===== config.mk =====
export PLATFORM = sky130hd
export DESIGN_NAME = i2c_master_core
export DESIGN_NICKNAME = d
export VERILOG_FILES = /design/src/rtl/i2c_master_core.sv
export SDC_FILE = /design/constraint.sdc
export NUM_CORES = 1
export LEC_CHECK = 0
export CORE_MARGIN = 2
export CORE_UTILIZATION = 60
export CTS_BUF_LIST = sky130_fd_sc_hd__clkbuf_2 sky130_fd_sc_hd__clkbuf_4 sky130_fd_sc_hd__clkbuf_8
export CTS_CLUSTER_DIAMETER = 150
export DETAILED_ROUTE_END_ITERATION = 16
export PLACE_DENSITY_LB_ADDON = 0.15
export SETUP_SLACK_MARGIN = 0.5
export SLEW_MARGIN = 20
export SYNTH_ARGS = -nofsm -noshare
export SYNTH_HDL_FRONTEND = slang
export SYNTH_SLANG_ARGS = --single-unit

===== constraint.sdc =====
create_clock -name clk -period 2.9 [get_ports clk]
set_input_delay 0.29 -clock clk [delete_from_list [all_inputs] [get_ports clk]]
set_output_delay 0.29 -clock clk [all_outputs]
set_load 0.02 [all_outputs]

===== src/rtl/i2c_master_core.sv =====
// Single-byte I2C master: START, 7-bit address + R/W, ACK, one data byte
// (write or read), ACK/NACK, STOP, then a bus-free interval.
// SDA is open-drain (sda_oe_o=1 pulls low); SCL is push-pull, no stretching.
module i2c_master_core #(
  parameter int unsigned CLK_HZ = 100_000_000,
  parameter int unsigned SCL_HZ = 100_000
) (
  input  logic       clk,
  input  logic       rst,
  input  logic       tx_ready_i,
  input  logic       rx_ready_i,
  input  logic [6:0] addr_i,
  input  logic [7:0] data_i,
  output logic [7:0] data_o,
  output logic       busy_o,
  output logic       done_o,
  output logic       ack_err_o,
  output logic       scl_o,
  output logic       sda_oe_o,
  input  logic       sda_i
);

  localparam int unsigned QTR = CLK_HZ / (4 * SCL_HZ);
  localparam int unsigned CW  = (QTR > 1) ? $clog2(QTR) : 1;

  typedef enum logic [3:0] {
    S_IDLE, S_START, S_ADDR, S_ADDR_ACK, S_WRITE, S_WR_ACK,
    S_READ, S_RD_ACK, S_STOP, S_BUSFREE
  } state_t;

  state_t        state;
  logic [CW-1:0] qcnt;
  logic [1:0]    q;
  logic [2:0]    bitcnt;
  logic          tick;
  logic          tx_prev, rx_prev;
  logic          tx_edge, rx_edge;
  logic [1:0]    sda_sync;
  logic          sda_s;
  logic [7:0]    addr_byte;   // {addr, R/W}; bit 0 = 1 for read
  logic [7:0]    data_byte;
  logic [7:0]    rx_shift;
  logic          scl_nx, oe_nx;

  assign tick    = (qcnt == CW'(QTR - 1));
  assign tx_edge = tx_ready_i & ~tx_prev;
  assign rx_edge = rx_ready_i & ~rx_prev;
  assign sda_s   = sda_sync[1];

  // Two-flop synchroniser for the SDA pad input.
  always_ff @(posedge clk) begin
    if (rst) sda_sync <= 2'b11;
    else     sda_sync <= {sda_sync[0], sda_i};
  end

  // Bus pin levels implied by the current state and quarter; registered below.
  always_comb begin
    scl_nx = 1'b1;
    oe_nx  = 1'b0;
    case (state)
      S_START: begin
        scl_nx = (q != 2'd3);
        oe_nx  = q[1];
      end
      S_ADDR: begin
        scl_nx = (q == 2'd1) || (q == 2'd2);
        oe_nx  = ~addr_byte[~bitcnt];
      end
      S_WRITE: begin
        scl_nx = (q == 2'd1) || (q == 2'd2);
        oe_nx  = ~data_byte[~bitcnt];
      end
      S_ADDR_ACK, S_WR_ACK, S_READ, S_RD_ACK: begin
        scl_nx = (q == 2'd1) || (q == 2'd2);
        oe_nx  = 1'b0;
      end
      S_STOP: begin
        scl_nx = (q != 2'd0);
        oe_nx  = ~q[1];
      end
      default: begin
        scl_nx = 1'b1;
        oe_nx  = 1'b0;
      end
    endcase
  end

  // Transaction FSM with quarter-bit timebase and registered outputs.
  always_ff @(posedge clk) begin
    if (rst) begin
      state     <= S_IDLE;
      qcnt      <= '0;
      q         <= '0;
      bitcnt    <= '0;
      tx_prev   <= 1'b0;
      rx_prev   <= 1'b0;
      addr_byte <= '0;
      data_byte <= '0;
      rx_shift  <= '0;
      data_o    <= '0;
      busy_o    <= 1'b0;
      done_o    <= 1'b0;
      ack_err_o <= 1'b0;
      scl_o     <= 1'b1;
      sda_oe_o  <= 1'b0;
    end else begin
      tx_prev  <= tx_ready_i;
      rx_prev  <= rx_ready_i;
      done_o   <= 1'b0;
      scl_o    <= scl_nx;
      sda_oe_o <= oe_nx;

      if (state == S_IDLE) begin
        qcnt <= '0;
        q    <= '0;
        if (tx_edge || rx_edge) begin
          addr_byte <= {addr_i, ~tx_edge};
          data_byte <= data_i;
          ack_err_o <= 1'b0;
          busy_o    <= 1'b1;
          bitcnt    <= '0;
          state     <= S_START;
        end
      end else if (!tick) begin
        qcnt <= qcnt + 1'b1;
      end else begin
        qcnt <= '0;
        q    <= q + 2'd1;
        if (q == 2'd2) begin
          case (state)
            S_ADDR_ACK, S_WR_ACK: if (sda_s) ack_err_o <= 1'b1;
            S_READ:               rx_shift <= {rx_shift[6:0], sda_s};
            default: ;
          endcase
        end
        if (q == 2'd3) begin
          case (state)
            S_START: begin
              bitcnt <= '0;
              state  <= S_ADDR;
            end
            S_ADDR: begin
              bitcnt <= bitcnt + 3'd1;
              if (bitcnt == 3'd7) state <= S_ADDR_ACK;
            end
            S_ADDR_ACK: begin
              bitcnt <= '0;
              if (ack_err_o)         state <= S_STOP;
              else if (addr_byte[0]) state <= S_READ;
              else                   state <= S_WRITE;
            end
            S_WRITE: begin
              bitcnt <= bitcnt + 3'd1;
              if (bitcnt == 3'd7) state <= S_WR_ACK;
            end
            S_READ: begin
              bitcnt <= bitcnt + 3'd1;
              if (bitcnt == 3'd7) state <= S_RD_ACK;
            end
            S_WR_ACK: state <= S_STOP;
            S_RD_ACK: begin
              data_o <= rx_shift;
              state  <= S_STOP;
            end
            S_STOP: begin
              done_o <= 1'b1;
              state  <= S_BUSFREE;
            end
            S_BUSFREE: begin
              busy_o <= 1'b0;
              state  <= S_IDLE;
            end
            default: state <= S_IDLE;
          endcase
        end
      end
    end
  end

endmodule


==> metrics.yaml <==
run_status:
  run_status: "finished, final reports clean"
clock_network:
  postCtsSetupBuffers: 0
  path_clk_slew_ps: 60
  cts.path.max_buffers: 2
  clk_latency_ps: 330
  cts_num_sinks: 58
  postCtsResizedCells: 0
  numCtsBuffers: 9
  cts-htree-levels: 3
  root_buffer: "clkbuf_8"
  cts_tree: "done"
  cts_hold_buffers: 0
synth:
  synth-seq-cells: 58
  ys_async_sr_fraction_pct: 0
  syn_area_um2: 2628
  synth_warnings: 0
  synthSimpleGateAreaFrac_pct: 21.71
  synthXorXnorAreaFrac_pct: 2.667
  ys_types: 47
  synthAdderAreaFrac_pct: 3.333
  synth_top_family_by_area: "simple AND/OR/NAND/NOR gates"
  syn_inst: 257
  synth_top_area_share_pct: 44.19
  yosysMostFrequentCell: "dfxtp_1"
  synth_edf_count: 0
  yosys_most_used_dff: "dfxtp_1"
  yosysTopAreaCell: "dfxtp_1"
  ys_seq_area_share_pct: 44.19
  synth_area_leaders: "dfxtp_1 44%, mux2i_1 14%, nor2_1 6.7%"
  post_synth.cell_area_avg_um2: 10.22
  ys_top_cells_by_count: "58 x dfxtp_1, 47 x nor2_1, 38 x mux2i_1"
  synth_compound_area_share_pct: 6.095
  synth.mux.area_fraction_pct: 18.33
  syn_nets: 284
worst_setup_path:
  r2r_start: "state[2]"
  setup.worst_path.start_class: "flip-flop"
  slowest_stage: "dfxtp_1"
  critPathRequiredTime_ps: 3110
  worst_setup_path_end_kind: "flip-flop"
  crit_start: "state[2]"
  crit_chain: "nor4_1 > buf_4 > nor4b_2 > o21ai_2 > mux2_1"
  cpPeakStageDelay_ps: 670
  cp_max_fo: 16
  path_class: "flip-flop to flip-flop"
  worstPathArrival_ps: 2400
timing:
  tightest_slew_ps: 723.3
  period_needed_ps: 2194
  rsz0062_at_grt: "false"
  layout_setup_ws_ps: 706.4
  slew-limit-headroom_pct: 51.42
  fin_tns_setup_ps: 0
  hold_violations: 0
  period_share_pct: 75.64
  fmax_ghz: 0.4559
  setup_viol: 0
  slew_viol_final: 0
  fin_skew_ps: 5.288
  hold_slack_ps: 409.0
floorplanning:
  core-area_um2: 4294
  dieArea_um2: 4925
  die_w_um: 70.18
  start_util_pct: 61.19
  ios: 33
  fp.dieH_um: 70.18
  rows: 24
placed_design:
  dp_worst_setup_slack_ps: 728.1
  io_buffers: 32
  dpl_cell_area_um2: 2954
  gp_congestion: 0.8885
  detailed_place_hpwl_um: 3382
detailed_routing:
  vias: 1959
  wirelength_um: 5122
  first_iter_violations: 161
  ant_nets: 0
  vias_per_cell: 5.646
  drc: 0
  first_pass_iters: 4
  wire_per_inst_um: 14.76
finish:
  final_nets: 317
  area_growth_pct: 20.38
  num_antenna_cells: 0
  design_area_um2: 3163
  drive_above_1_share_pct: 12.20
hold_path:
  hold_class: "flip-flop to flip-flop"
  worstHoldStart: "sda_sync[0]"
power:
  p_leak_uw: 0.001237
  irDropWorstVdd_mv: 0.4980
  powerDensity_nw_per_um2: 710.6
  p_total_uw: 2248
global_routing:
  antenna_found_initial: 0
  grt_overflow: 0
  grt_pass1_wl_um: 9094
  first_global_vias: 2016
  grt_max_degree: 35
  grt_util_all_layers_pct: 23.37
flow_run:
  cap_violations: 0
final timing paths:
check             slack, ps           to  cells after the start
setup / recovery        710     state[3]                      5
hold / removal          410  sda_sync[1]                      1
setup reg to reg        710     state[3]                      5
hold reg to reg         410  sda_sync[1]                      1
cells in the final DEF, fill, tap and decap left out, drive strengths merged, types with 2 or more instances in the layout:
master	netlist	routed
mux2i	38	38
nand3	7	7
mux4	4	4
or3	2	2
ha	7	7
nor4	5	5
or2	2	2
a31oi	2	2
or4	3	3
dfxtp	58	58
inv	4	4
a21oi	5	5
nand4	2	2
buf	3	3
nor2b	6	6
nor4b	2	2
a21o	2	2
and3	2	2
nor3b	2	2
nor3	3	3
xnor2	3	3
nor2	47	47
nand2b	5	5
xor2	5	5
clkdlybuf4s50	0	32
o21ai	4	4
clkbuf	10	14
nand2	11	11
state kept, by name, summed over array words and instances, names as in the netlist, 2 cells and up:
name       count
addr_byte      8
bitcnt         3
rx_shift       8
state          4
sda_sync       2
qcnt           8
data_o         8
q              2
data_byte      8
through the flow:
stage	utilization [%]	std cells
finish	73.66	347
global route	73.66	347
CTS	73.66	347
global placement	68.79	331
floorplan	-	257
detailed placement	68.79	331
critical path, delay by kind of cell (launching register included):
family	cells	cell delay, ps
AOI/OAI and AO/OA	1	180
buffers and inverters	1	170
DFF	1	670
muxes	1	350
and+or+nand+nor	2	700
logic make-up after synthesis:
logic type,after synthesis
AOI/OAI and AO/OA,21
muxes,43
DFF,58
xor gates and xnor gates,8
buffers and inverters,17
and+or+nand+nor,103
adders and majority gates,7
where the power goes:
group / leakage, uW / switching, uW / internal [uW]
clock network: 0.000111 / 295 / 472
logic: 0.000654 / 255 / 252
registers: 0.000472 / 96.6 / 877
final cells by class:
type	instances	area (um2)
clock buffers	14	173.9
clock inverters	2	35.03
fillers	330	1131
inverters	4	15.01
multi-input cells	182	1370
flip-flops and latches	58	1161
well taps	52	65.06
repair buffers	35	342.8
layer usage:
metal	share of wire [%]	routed length [um]	track usage [%]
met1	44	2266	29.94
met5	0	0	0
met3	4.6	238	5.195
met2	49	2513	37.25
met4	2.0	104	11.54
Power figures use the tool's default switching activity.
